### src/rtl/if_fetch_queue.sv
// Instruction-fetch front end: owns the fetch PC, issues one outstanding request at a time
// to instruction memory, and buffers returned {PC, Inst} entries for decode.
module if_fetch_queue #(
  parameter int          DEPTH    = 4,
  parameter logic [31:0] RESET_PC = 32'h0000_0000,
  parameter logic [31:0] NOP_INST = 32'h0000_0000
) (
  input  logic                     Clk,
  input  logic                     Rst_n,
  input  logic                     Redirect,
  input  logic [31:0]              RedirTarget,
  output logic                     IMem_Req,
  output logic [31:0]              IMem_Addr,
  input  logic                     IMem_Ack,
  input  logic [31:0]              IMem_Data,
  input  logic                     D_Ready,
  output logic                     D_Valid,
  output logic [31:0]              D_PC,
  output logic [31:0]              D_PC4,
  output logic [31:0]              D_Inst,
  output logic                     dbg_discard,
  output logic [$clog2(DEPTH):0]   dbg_count
);

  localparam int AW = $clog2(DEPTH);
  localparam logic [AW:0] FULL = (AW+1)'(DEPTH);

  typedef enum logic {FETCH = 1'b0, DISCARD = 1'b1} state_t;

  state_t        state;
  logic [31:0]   fetch_pc;
  logic [31:0]   pend_addr;
  logic [AW:0]   count;
  logic [AW-1:0] rd_ptr;
  logic [AW-1:0] wr_ptr;
  logic [31:0]   pc_mem   [DEPTH];
  logic [31:0]   inst_mem [DEPTH];

  logic ack_taken;
  logic push;
  logic pop;

  // Handshakes: memory side completes when IMem_Req & IMem_Ack in the same cycle, and Req/Addr
  // hold until then; decode side transfers the head when D_Valid & D_Ready at the clock edge.
  assign IMem_Req  = Rst_n && ((state == FETCH && count < FULL) || state == DISCARD);
  assign IMem_Addr = (state == DISCARD) ? pend_addr : fetch_pc;

  assign ack_taken = IMem_Req && IMem_Ack;
  assign push      = (state == FETCH) && ack_taken && !Redirect;
  assign pop       = D_Valid && D_Ready && !Redirect;

  assign D_Valid = (count != '0);
  assign D_PC    = D_Valid ? pc_mem[rd_ptr] : 32'd0;
  assign D_PC4   = D_Valid ? pc_mem[rd_ptr] + 32'd4 : 32'd0;
  assign D_Inst  = D_Valid ? inst_mem[rd_ptr] : NOP_INST;

  assign dbg_discard = (state == DISCARD);
  assign dbg_count   = count;

  always_ff @(posedge Clk) begin
    if (push) begin
      pc_mem[wr_ptr]   <= fetch_pc;
      inst_mem[wr_ptr] <= IMem_Data;
    end
  end

  always_ff @(posedge Clk or negedge Rst_n) begin
    if (!Rst_n) begin
      state     <= FETCH;
      fetch_pc  <= RESET_PC;
      pend_addr <= 32'd0;
      count     <= '0;
      rd_ptr    <= '0;
      wr_ptr    <= '0;
    end else if (Redirect) begin
      count    <= '0;
      rd_ptr   <= '0;
      wr_ptr   <= '0;
      fetch_pc <= RedirTarget;
      if (state == FETCH) begin
        // An unanswered request must still be completed, so remember its address.
        if (IMem_Req && !IMem_Ack) begin
          state     <= DISCARD;
          pend_addr <= fetch_pc;
        end
      end else if (IMem_Ack) begin
        state <= FETCH;
      end
    end else begin
      if (state == DISCARD && IMem_Ack) begin
        state <= FETCH;
      end
      if (push) begin
        wr_ptr   <= wr_ptr + 1'b1;
        fetch_pc <= fetch_pc + 32'd4;
      end
      if (pop) begin
        rd_ptr <= rd_ptr + 1'b1;
      end
      case ({push, pop})
        2'b10:   count <= count + 1'b1;
        2'b01:   count <= count - 1'b1;
        default: count <= count;
      endcase
    end
  end

endmodule

### config.mk
export PLATFORM = sky130hd
export DESIGN_NAME = if_fetch_queue
export DESIGN_NICKNAME = d
export VERILOG_FILES = /design/src/rtl/if_fetch_queue.sv
export SDC_FILE = /design/constraint.sdc
export NUM_CORES = 1
export LEC_CHECK = 0
export BUFFER_PORTS_ARGS = -buffer_cell sky130_fd_sc_hd__buf_2
export CORE_MARGIN = 3
export CORE_UTILIZATION = 39
export DETAILED_ROUTE_END_ITERATION = 16
export PLACE_DENSITY = 0.61
export SYNTH_ARGS = -nofsm -noshare
export SYNTH_HDL_FRONTEND = slang
export SYNTH_SLANG_ARGS = --single-unit
### constraint.sdc
create_clock -name Clk -period 4.29 [get_ports Clk]
set_input_delay 0.2145 -clock Clk [delete_from_list [all_inputs] [get_ports Clk]]
set_output_delay 0.2145 -clock Clk [all_outputs]
set_load 0.01 [all_outputs]
**After elaboration in Yosys (flattened, before gate mapping)**

Memories as Yosys holds them, arrays and structs flattened.
Index checks and enable logic that the tools add are counted.

- Output and inout port bits: 134
- Logic and storage cells: 55
- Memory bits (read-only): 0
- Bits of input ports: 69
- Bits in writable memories: 256
- Bits in registers: 72
- Latch bits: 0
- Memories kept: 2

- $mul: 0
- $add $sub $neg: 6
- Divide/modulo/power cells: 0
- Eq/ne operators: 2
- Reduce and logical (&&, ||, !) cells: 18
- Magnitude comparators: 1
- Bitwise logic cells: 1
- Mux-type cells: 19
- Shifts and indexed selects: 0

Memories:

| memory | depth | width | read ports | clocked after memory_dff | write ports | RTL line | source |
|---|---|---|---|---|---|---|---|
| inst_mem | 4 | 32 | 1 | 0 | 1 | 37 | `logic [31:0] inst_mem [DEPTH];` |
| pc_mem | 4 | 32 | 1 | 0 | 1 | 36 | `logic [31:0] pc_mem [DEPTH];` |

Operators by type and width:

| cell | count |
|---|---|
| 32-bit 2-to-1 mux | 6 |
| 32-bit by 3-bit adder with 32-bit output, second input constant | 2 |
| 1-bit logical AND | 9 |
| 2-bit 2-to-1 mux | 4 |
| 1-bit 2-to-1 mux | 7 |
| 3-bit case mux with 2 select lines | 1 |
| 2-bit nonzero test | 3 |
| 3-bit nonzero test | 2 |
| 2-bit by 1-bit adder with 2-bit output, second input constant | 2 |
| 3-bit by 1-bit adder with 3-bit output, second input constant | 1 |
| 3-bit less-than comparator, second input constant | 1 |
| 3-bit 2-to-1 mux | 1 |
| 3-bit AND reduction | 1 |
| 3-bit by 1-bit subtractor with 3-bit output, second input constant | 1 |
| 2-bit by 1-bit equality test with 1-bit output, second input constant | 1 |
| 2-bit equality test, second input constant | 1 |
| 1-bit logical NOT | 2 |
| 1-bit logical OR | 1 |
| 1-bit NOT | 1 |

**Longest topological paths before layout**

Gate-level depths: netlist of run 1.

- Word-level depth: 10
- Depth in mapped cells: 8
- Depth with buffers taken out: 8

**Least setup slack after synthesis of run 1**

No wires, ideal clock.

- Path kind: register -> register
- From: register count[2] (netlist: dbg_count[2])
- To: memory inst_mem[0][0], enable pin
- Buffers on the path: 2
- Clock period less this slack: 3.310 ns
- Setup slack: 0.980 ns
- Data required time: 3.861 ns
- Arrival time: 2.881 ns
- Cell stages (with the launch flop): 5
- Library setup time: 0.429 ns
- Cell sequence: dfrtp_1 nor4bb_1 clkbuf_1 clkbuf_1 and3_1

- Word-level cells in the longest chain between the ends: 9

Ends and longest elaborated chain:

| item | RTL line | source |
|---|---|---|
| start: declaration | 33 | `logic [AW:0] count;` |
| start signal: assignment | 101 | `2'b10: count <= count + 1'b1;` |
| start signal: assignment | 102 | `2'b01: count <= count - 1'b1;` |
| start signal: assignment | 103 | `default: count <= count;` |
| 3-bit less-than comparator | 45 | `assign IMem_Req = Rst_n && ((state == FETCH && count < FULL) \|\| state == DISCARD);` |
| 1-bit logical AND | 45 |  |
| 1-bit logical OR | 45 |  |
| 1-bit logical AND | 45 |  |
| 1-bit logical AND | 48 | `assign ack_taken = IMem_Req && IMem_Ack;` |
| 1-bit logical AND (2 in series) | 49 | `assign push = (state == FETCH) && ack_taken && !Redirect;` |
| 1-bit 2-to-1 mux | 61 | `if (push) begin` |
| 1-bit 2-to-1 mux (implied by the code) | 63 | `inst_mem[wr_ptr] <= IMem_Data;` |
| end: declaration | 37 |  |

No other way between the ends.

**Worst setup path after layout of run 1**

- From: register rd_ptr[1]
- To: output D_PC4[31]

- Word-level cells in the longest chain between the ends: 3

Ends and longest elaborated chain:

| item | RTL line | source |
|---|---|---|
| start: declaration | 34 | `logic [AW-1:0] rd_ptr;` |
| start signal: assignment | 98 | `rd_ptr <= rd_ptr + 1'b1;` |
| memory read 4 x 32 bit | - |  |
| 32-bit by 3-bit adder with 32-bit output | 54 | `assign D_PC4 = D_Valid ? pc_mem[rd_ptr] + 32'd4 : 32'd0;` |
| 32-bit 2-to-1 mux | 54 |  |
| end: declaration | 19 | `output logic [31:0] D_PC4,` |

No other way between the ends.

==> summary.md, run 1 <==
| Metric | Value |
|---|---|
| Status | complete, no violations |
| GRT Total Usage | ~17% |
| Fin util | between 40% and 50% |
| Placed cell area | 15700 um2 |
| Post-layout instance area | 17600 um2 |
| Reg2reg setup slack | about 1.4 ns |
| Die Area | a little under 40000 um2 |
| H-tree levels | 2 |
| First-pass GRT wire length | between 50000 and 60000 um |
| Worst clock skew | ~0.011 ns |
| Sequential area share after synthesis | 66.8% |
| Bufs and invs on worst path | 2 |
| Place WS | around 0.94 ns |
| Post-synthesis register bit count | 328 |
| Maxcap violations | 0 |
| Pwr dens | between 500 and 600 nW/um2 |
| Slowest CP cell | dfrtp_2 |
| Number of DRC markers in iteration 0 | 429 |
| Yosys cell types | 44 |
| FF-to-FF path depth | 5 |
| Die span in x | 197 um |
| Peak supply drop | about 380 uV |
| CP delay by family, top | simple AND/OR/NAND/NOR gates |
| Nets | about 1200 |
| Mapped Avg Cell Area | between 15 and 20 um2 |
| Remaining antenna violation count | 0 |
| CTS tree | built |
| Critical Path RT | just over 4 ns |
| Num ports | roughly 200 |
| Least-Margin Pin Slew | about 1.0 ns |
| Total grt overflow | 0 |
| Final setup TNS | 0 ns |
| Slew headroom | between 30% and 40% |
| # rows | slightly below 70 |
| Hold WC Path Type | input port to async pin |
| Vias per std cell | about 5.2 |
| Max incr delay on CP | slightly above 0.8 ns |
| Netlist Area Pre-Place | around 14000 um2 |
| Vias in the first global route | 8914 |
| Minimum hold slack | a little over 0.08 ns |
| Setup-failing EPs final | 0 |
| Via count | about 8600 |
| Core area | between 30000 and 40000 um2 |
| Avg WL per Cell | slightly above 20 um |
| Ratio of cells with drive above 1 in the final layout | between 30 and 40% |
| Initial antenna violation count | 0 |
| Detailed placement HPWL | approximately 21000 um |
| RSZ-0062 raised after global routing | no |
| Crit Path Class | flip-flop to output pin |
| Cts bufs inserted | 36 |
| Clock tree buffer depth | 3 |
| Startpoint types | flip-flop |
| WP depth | 7 |
| DRT Pass-1 Iters | 5 |
| EDFF count, synth | around 260 |
| Port bufs | between 200 and 250 |
| Largest net degree at the start of global routing | 66 |
| Worst setup margin | around 0.5 ns |
| Remaining routing DRC violations | 0 |
| Postcts setup bufs | 0 |
| Top cells by area, synth | edfxtp_1, dfrtp_1, mux4_2 |
| Clock transition at path regs | approximately 0.06 ns |
| Final worst-path cycle share | 88.6% |
| Fillers | slightly above 3000 |
| Max Fclk | about 260 MHz |
| Crit Path Max Fanout | 27 |
| Root Driver | clkbuf_16 |
| Worst path cell trace | buf_4 > mux4_2 > and4_1 > nand4_2 > nor4_1 > mux2_1 > buf_2 |
| Clock Sinks | 328 |
| Clk Latency, worst-skew pair | approximately 0.51 ns |
| Fin crit period | between 3 and 4 ns |
| Crit path DAT | roughly 3.6 ns |
| Crit. End Element | output pin |
| Non-filler instance count after layout | around 1600 |
| Die height | roughly 200 um |
| Gpl congestion | a little under 0.8 |
| Leakage | around 6.5 nW |
| Main synth FF type | edfxtp_1 |
| P&R area growth vs syn | 23.7% |
| Gate count of the mapped netlist | ~880 |
| Tot Pwr | 8.97 mW |
| Final Hold Fails | 0 |
| Initial Utilization | 39.7% |
| Syn_nets | 959 |
| Async SR Flop Fraction | about 22% |
| Synth top area share | 54.1% |
| Synth warn | 0 |
| Area leader, netlist | edfxtp_1 |
| Max-slew violation count | 0 |
| Drt total wl | between 30000 and 40000 um |
| Cells after DPL | between 1500 and 2000 |
| N_diodes | 0 |
## Yosys cell counts, drive strengths merged, types with 18 or more instances
cell,number
dfrtp,72
o21ai,34
edfxtp,256
mux4,64
mux2,73
xor2,23
nor2,40
clkbuf,29
nand3,26
nand2,48
buf,18
and2,68
## what timing repair did
action                                 in CTS  in global routing
endpoints found under the hold margin     169                  0
hold buffers                               66                  0
gates resized for setup                     0                  0
## cell type report
class / count / area, um2 / area share (%)
repair buffers: 281 / 1780 / 10.2
inverters: 10 / 37.5 / 0.214
clock buffers: 47 / 963 / 5.48
flip-flops and latches: 328 / 9490 / 54.0
clock inverters: 19 / 223 / 1.27
well taps: 461 / 577 / 3.28
multi-input cells: 498 / 4490 / 25.6
## metal layers
metal	global-route usage [%]	share of wire (%)	vias up
met5	0	0	-
met4	4.38	2.1	0
met3	3.30	6.2	43
met2	26.9	46	274
met1	25.2	46	4331
li1	-	-	3955
## where the power goes
part | switching (mW) | total [mW] | internal, mW
logic | 1.11 | 2.06 | 0.953
clock network | 1.20 | 3.09 | 1.89
registers | 0.198 | 3.82 | 3.62
total | 2.51 | 8.97 | 6.47
## state kept, by name, indices dropped and copies added, names as in the netlist
name and flops:
inst_mem 128, pc_mem 128, fetch_pc 32, pend_addr 32
dbg_count 3, rd_ptr 2, wr_ptr 2, dbg_discard 1
## worst paths after layout
kind                               start       endpoint
max in group asynchronous          Rst_n      rd_ptr[0]
hold / removal                     Rst_n   fetch_pc[28]
hold reg to reg            pend_addr[24]  pend_addr[24]
min in group Clk                 D_Ready   dbg_count[2]
setup reg to reg            dbg_count[2]   fetch_pc[26]
setup / recovery               rd_ptr[1]      D_PC4[31]
## kinds of logic (layout without fill, tap and decap cells)
logic type,count (synthesis),count (layout),share of synthesized area (%)
flip-flops,328,328,66.8
AND/OR/NAND/NOR,255,255,9.90
multiplexers,139,139,16.2
AO/OA/AOI/OAI,60,60,2.33
buffers and inverters,57,357,1.77
XOR/XNOR,37,37,2.28
adder cells (fa/ha/maj),7,7,0.670
## placed cells by master, fill, tap and decap left out, drive strengths merged, types with 2 or more instances in the layout
| cell type | n |
|---|---|
| nor2 | 40 |
| nor4 | 6 |
| mux4 | 64 |
| and4 | 4 |
| and2 | 68 |
| buf | 215 |
| or4 | 7 |
| dfrtp | 72 |
| ha | 6 |
| mux2 | 73 |
| edfxtp | 256 |
| or3 | 10 |
| o31ai | 6 |
| o21ai | 34 |
| xnor2 | 14 |
| xor2 | 23 |
| clkbuf | 47 |
| nor3b | 2 |
| and3 | 14 |
| nor3 | 11 |
| dlygate4sd3 | 66 |
| mux2i | 2 |
| nand4 | 15 |
| nand3 | 26 |
| bufinv | 5 |
| nand2 | 48 |
| clkinv | 12 |
| a31oi | 7 |
| inv | 11 |
| a21oi | 11 |
No activity file was read; power rests on OpenSTA's default activity.
==> run 2: changes to the inputs <==
ABC_AREA = 1   (was default)
==> summary.md, run 2 <==
| Metric | Value |
|---|---|
| Ratio of cells with drive above 1 in the final layout | approximately 16% |
| Synth warn | 0 |
| Clock Sinks | roughly 330 |
| Critical Path RT | between 4 and 5 ns |
| P&R area growth vs syn | 20.6% |
| Remaining antenna violation count | 0 |
| Pwr dens | approximately 530 nW/um2 |
| Detailed placement HPWL | about 29000 um |
| Leakage | about 8 nW |
| Crit. Startpoint | rd_ptr[0] |
| Nets | 2020 |
| Initial antenna violation count | 1 |
| # rows | a little over 70 |
| Post-synthesis register bit count | 328 |
| Fin util | between 40% and 50% |
| Crit Path Class | flip-flop to output pin |
| Clock transition at path regs | roughly 0.060 ns |
| Netlist Area Pre-Place | between 15000 and 20000 um2 |
| Peak supply drop | 292 uV |
| Least-Margin Pin Slew | 0.956 ns |
| Area leader, netlist | edfxtp_1 |
| Fin crit period | about 3.8 ns |
| First-pass GRT wire length | approximately 68000 um |
| Vias in the first global route | between 10000 and 15000 |
| Die span in x | around 210 um |
| Crit. End Element | output pin |
| Num ports | slightly above 200 |
| Root Driver | clkbuf_16 |
| Mapped Avg Cell Area | around 9 um2 |
| Crit path DAT | between 3 and 4 ns |
| R2R Path Start | dbg_count[2] |
| Cts bufs inserted | 35 |
| CTS tree | built |
| Status | complete, no violations |
| Gate count of the mapped netlist | ~1700 |
| Syn_nets | between 1500 and 2000 |
| Core area | about 39000 um2 |
| Vias per std cell | approximately 5 |
| Synth cell count leaders | nand2_1, nor2_1, edfxtp_1 |
| Async SR Flop Fraction | a little over a fifth |
| Most common library cell in the layout ignoring fill and taps | nand2_1 |
| Startpoint types | flip-flop |
| Slew headroom | between 30% and 40% |
| Final Hold Fails | 0 |
| GRT Total Usage | between 20% and 30% |
| Die Area | 42500 um2 |
| Number of DRC markers in iteration 0 | between 1000 and 1500 |
| Clock tree buffer depth | 3 |
| Clk Latency, worst-skew pair | approximately 0.53 ns |
| Worst r2r dst | inst_mem[2][26] |
| Top cells by area, synth | edfxtp_1, nand2_1, dfrtp_1 |
| Total grt overflow | 0 |
| Final setup TNS | 0 ns |
| Setup-failing EPs final | 0 |
| Yosys cell types | 42 |
| Final worst-path cycle share | approximately 88% |
| Via count | ~13000 |
| Port bufs | 202 |
| Die height | around 210 um |
| Maxcap violations | 0 |
| Synth top area share | around half |
| H-tree levels | 2 |
| RSZ-0062 raised after global routing | no |
| N_diodes | 0 |
| Max Fclk | roughly 270 MHz |
| Max-slew violation count | 0 |
| Worst clock skew | about 0.023 ns |
| Drt total wl | approximately 43000 um |
| Reg2reg setup slack | 1.24 ns |
| DRT Pass-1 Iters | 5 |
| EDFF count, synth | about 260 |
| FF-to-FF path depth | 6 |
| Initial Utilization | between 30 and 40% |
| Remaining routing DRC violations | 0 |
| Gpl congestion | around 0.93 |
| Largest net degree at the start of global routing | 135 |
| Worst setup endpoint | D_PC4[30] |
| Crit Path Max Fanout | between 100 and 150 |
| Hold WC Path Type | input port to flip-flop |
| Commonest cells after routing, fill and taps aside | nand2_1, nor2_1, edfxtp_1 |
| Avg WL per Cell | between 15 and 20 um |
| Biggest regs | inst_mem x128, pc_mem x128 |
| Main synth FF type | edfxtp_1 |
| Most frequent cell after synthesis | nand2_1 |
| Sequential area share after synthesis | 60.7% |
| # resized after CTS | 0 |
==> run 2: layer usage <==
metal | track usage [%] | part of all wire [%] | vias to the layer above
li1 | - | - | 6141
met2 | 32.8 | 46 | 446
met4 | 6.13 | 2.5 | 0
met5 | 0 | 0 | -
met1 | 29.0 | 45 | 5924
met3 | 2.90 | 6.8 | 72
==> run 2: layout make-up <==
cell class                      instances  area (um2)
Clock buffer                           42         922
Clock inverter                         20         189
Fill cell                            3682       20300
Inverter                              117         447
Multi-Input combinational cell       1181        5290
Sequential cell                       328        9500
Tap cell                              518         648
Timing Repair Buffer                  281        1850
==> run 2: how the worst min path moves through the flow <==
stage	start	end	cells after the start
floorplan	Rst_n	dbg_count[0]	0
global placement	IMem_Ack	dbg_discard	2
detailed placement	IMem_Data[30]	inst_mem[3][30]	1
CTS	RedirTarget[31]	fetch_pc[31]	5
global route	RedirTarget[31]	fetch_pc[31]	5
finish	RedirTarget[31]	fetch_pc[31]	5
==> run 2: kinds of logic after synthesis <==
logic type               after synthesis  synth area share [%]
AND/OR/NAND/NOR                      908                  23.5
XOR/XNOR                              21                  1.18
adder cells (fa/ha/maj)                7                 0.608
flip-flops                           328                  60.7
buffers and inverters                197                  5.60
AO/OA/AOI/OAI                        245                  8.40
==> run 2: critical path, cell delays in order (launching register included) <==
cell     delay, ns
dfrtp_4       0.70
inv_8         0.58
nand2_1       0.15
nand2_1       0.11
nand2_1       0.05
nand2_1       0.10
ha_1          0.16
inv_1         0.08
nor2_2        0.19
nand2_1       0.09
nor2_2        0.20
nand2_1       0.09
nor2_2        0.13
nand3_1       0.09
nand2_1       0.09
inv_1         0.04
buf_2         0.13
==> run 2: metrics by stage <==
| step | area (um2) | cells | power, mW | hold WS, ns | worst slack [ns] |
|---|---|---|---|---|---|
| finish | 18800 | 2487 | 9.95 | 0.0461 | 0.519 |
| global route | 18800 | 2487 | 10.5 | 0.0456 | 0.192 |
| CTS | 18800 | 2487 | 10.0 | 0.0150 | 0.498 |
| detailed placement | 17100 | 2364 | 7.07 | 0.431 | 1.07 |
| global placement | 17100 | 2364 | 7.03 | 0.425 | 1.12 |
| floorplan | 15600 | 1706 | 5.85 | -0.0811 | -0.351 |
==> run 2: repair_timing <==
| item | 4_1_cts | 5_1_grt |
|---|---|---|
| buffers inserted | 0 | 0 |
| endpoints found under the hold margin | 228 | 0 |
| hold buffers | 61 | 0 |
==> run 2: power by group <==
group | switching (mW) | internal, mW
clock | 1.23 | 1.68
combinational | 2.10 | 0.995
sequential | 0.254 | 3.69
==> run 3: changes to the inputs <==
PLACE_DENSITY = default   (was 0.61)
PLACE_DENSITY_LB_ADDON = 0.1   (was default)
==> summary.md, run 3 (synthesis gave the netlist of run 2 again) <==
| Metric | Value |
|---|---|
| Peak supply drop | roughly 330 uV |
| Clock Sinks | about 330 |
| Hold WC Path Type | input port to flip-flop |
| Die Area | approximately 43000 um2 |
| First-pass GRT wire length | slightly below 70000 um |
| Initial Utilization | about two fifths |
| Max Fclk | roughly 260 MHz |
| Setup-failing EPs final | 0 |
| Ratio of cells with drive above 1 in the final layout | 16.1% |
| Clk Latency, worst-skew pair | between 0.5 and 0.6 ns |
| Crit path DAT | approximately 3.6 ns |
| RSZ-0062 raised after global routing | no |
| Largest net degree at the start of global routing | 135 |
| Maxcap violations | 0 |
| R2R Path Start | dbg_count[2] |
| Biggest regs | inst_mem x128, pc_mem x128 |
| N_diodes | 0 |
| Crit Path Max Fanout | 91 |
| Crit. End Element | output pin |
| Detailed placement HPWL | 28900 um |
| Die span in x | between 200 and 250 um |
| DRT Pass-1 Iters | 5 |
| Commonest cells after routing, fill and taps aside | nand2_1, nor2_1, edfxtp_1 |
| Nets | roughly 2000 |
| Most common library cell in the layout ignoring fill and taps | nand2_1 |
| Critical Path RT | just over 4 ns |
| Placed cell area | 17200 um2 |
| Fin crit period | between 3 and 4 ns |
| FF-to-FF path depth | 6 |
| Leakage | about 8.0 nW |
| Sequential power share | between 30% and 40% |
| # rows | 72 |
| Avg WL per Cell | between 15 and 20 um |
| Vias in the first global route | between 10000 and 15000 |
| Num ports | 203 |
| Pwr dens | 541 nW/um2 |
| # resized after CTS | 0 |
| Final Hold Fails | 0 |
| Post-layout instance area | approximately 19000 um2 |
| Clock transition at path regs | roughly 0.060 ns |
| Die height | 206 um |
| Worst setup endpoint | D_PC4[30] |
| Remaining antenna violation count | 0 |
| H-tree levels | 2 |
| Tot Pwr | just over 10 mW |
| Core area | between 30000 and 40000 um2 |
| Number of DRC markers in iteration 0 | roughly 1100 |
| Via count | around 12000 |
| Minimum hold slack | just under 0.05 ns |
| Vias per std cell | 4.95 |
| Root Driver | clkbuf_16 |
| Least-Margin Pin Slew | roughly 1 ns |
| Gpl congestion | 0.875 |
| Status | complete, no violations |
| Crit Path Class | flip-flop to output pin |
| Max incr delay on CP | 0.77 ns |
| CTS tree | built |
| Worst path cell trace | buf_4 > nand2_1 > nand2_1 > nand2_1 > nand2_1 > ha_1 > inv_1 > nor2_2 > nand2_1 > nor2_2 > nand2_1 > nor2_2 > nand3_1 > nand2_1 > inv_1 > buf_2 |
| Internal Power | roughly 6.7 mW |
| Cts bufs inserted | 37 |
| Net switching power | approximately 3.6 mW |
| Slew headroom | around a third |
| Clock network power share | 31.7% |
| Worst r2r dst | inst_mem[1][2] |
| Max-slew violation count | 0 |
| Final worst-path cycle share | just under 90% |
| Port bufs | a little over 200 |
| Total grt overflow | 0 |
| Startpoint types | flip-flop |
| Initial antenna violation count | 0 |
| Drt total wl | 44000 um |
| Comb pwr share | between 30% and 40% |
| Switching Fraction | approximately a third |
| Remaining routing DRC violations | 0 |
| Worst clock skew | 0.0141 ns |
| Clock tree buffer depth | 3 |
| Reg2reg setup slack | about 1.4 ns |
| Crit. Startpoint | rd_ptr[0] |
| Cell mode on critical path | nand2_1 |
| GRT Total Usage | between 20% and 30% |
| P&R area growth vs syn | 21.6% |
| Slowest CP cell | buf_4 |
-- run 3: cell count changes in the layout (fill, tap and decap cells not counted), sizes merged --
cell and change:
bufinv +4, clkbuf +3, clkinv -3, inv -2, buf +1, clkinvlp -1
dlygate4sd3 -1
-- run 3: area by class of cell --
cell class,count,area (um2)
clock buffer,45,977
clock inverter,18,265
fill,3743,20100
inverter,117,447
multi-input combinational,1181,5290
sequential,328,9500
tap,518,648
timing repair buffer,281,1870
-- run 3: routing by layer --
layer	GRT usage [%]	vias to the layer above	share of wire, %	wire length, um
li1	-	6156	-	-
met1	30.3	5738	47	20700
met2	32.0	352	45	19800
met3	3.45	71	5.7	2520
met4	5.60	0	2.2	954
met5	0	-	0	0
-- run 3: worst min-delay path by stage --
stage / start / to / cells past startpoint
final: RedirTarget[25] / fetch_pc[25] / 5
after global routing: RedirTarget[25] / fetch_pc[25] / 5
after CTS: RedirTarget[25] / fetch_pc[25] / 5
after detailed placement: IMem_Data[20] / inst_mem[3][20] / 1
after global placement: RedirTarget[0] / fetch_pc[0] / 3
after floorplan: Rst_n / dbg_count[0] / 0
-- run 3: timing repair --
action / in CTS / in global routing
endpoints found under the hold margin: 227 / 0
hold buffers: 60 / 0
setup buffers: 0 / 0
-- run 3: power by group through the flow --
stage | Sequential, mW | Combinational (mW) | Clock [mW]
after global routing | 3.93 | 3.52 | 3.46
after CTS | 3.89 | 3.17 | 3.32
after detailed placement | 3.95 | 3.12 | 0
final | 3.89 | 3.12 | 3.25
after global placement | 3.94 | 3.11 | 0
after floorplan | 3.88 | 1.97 | 0
-- run 3: metrics by stage --
stage	worst slack [ns]	TNS (ns)	std cells	utilization [%]
4_1_cts	0.494	0	2488	48.6
5_1_grt	0.177	0	2488	48.6
3_3_place_gp	1.18	0	2365	43.9
3_5_place_dp	1.11	0	2365	43.9
2_1_floorplan	-0.351	-89.92	1706	-
6_report	0.488	0	2488	48.6
-- run 3: worst max-delay path, delay by kind of cell, from the launching register on --
| kind | cells | cell delay (ns) |
|---|---|---|
| simple gates | 11 | 1.41 |
| flops | 1 | 0.45 |
| fa+ha+maj | 1 | 0.18 |
| buf+inv | 4 | 1.02 |
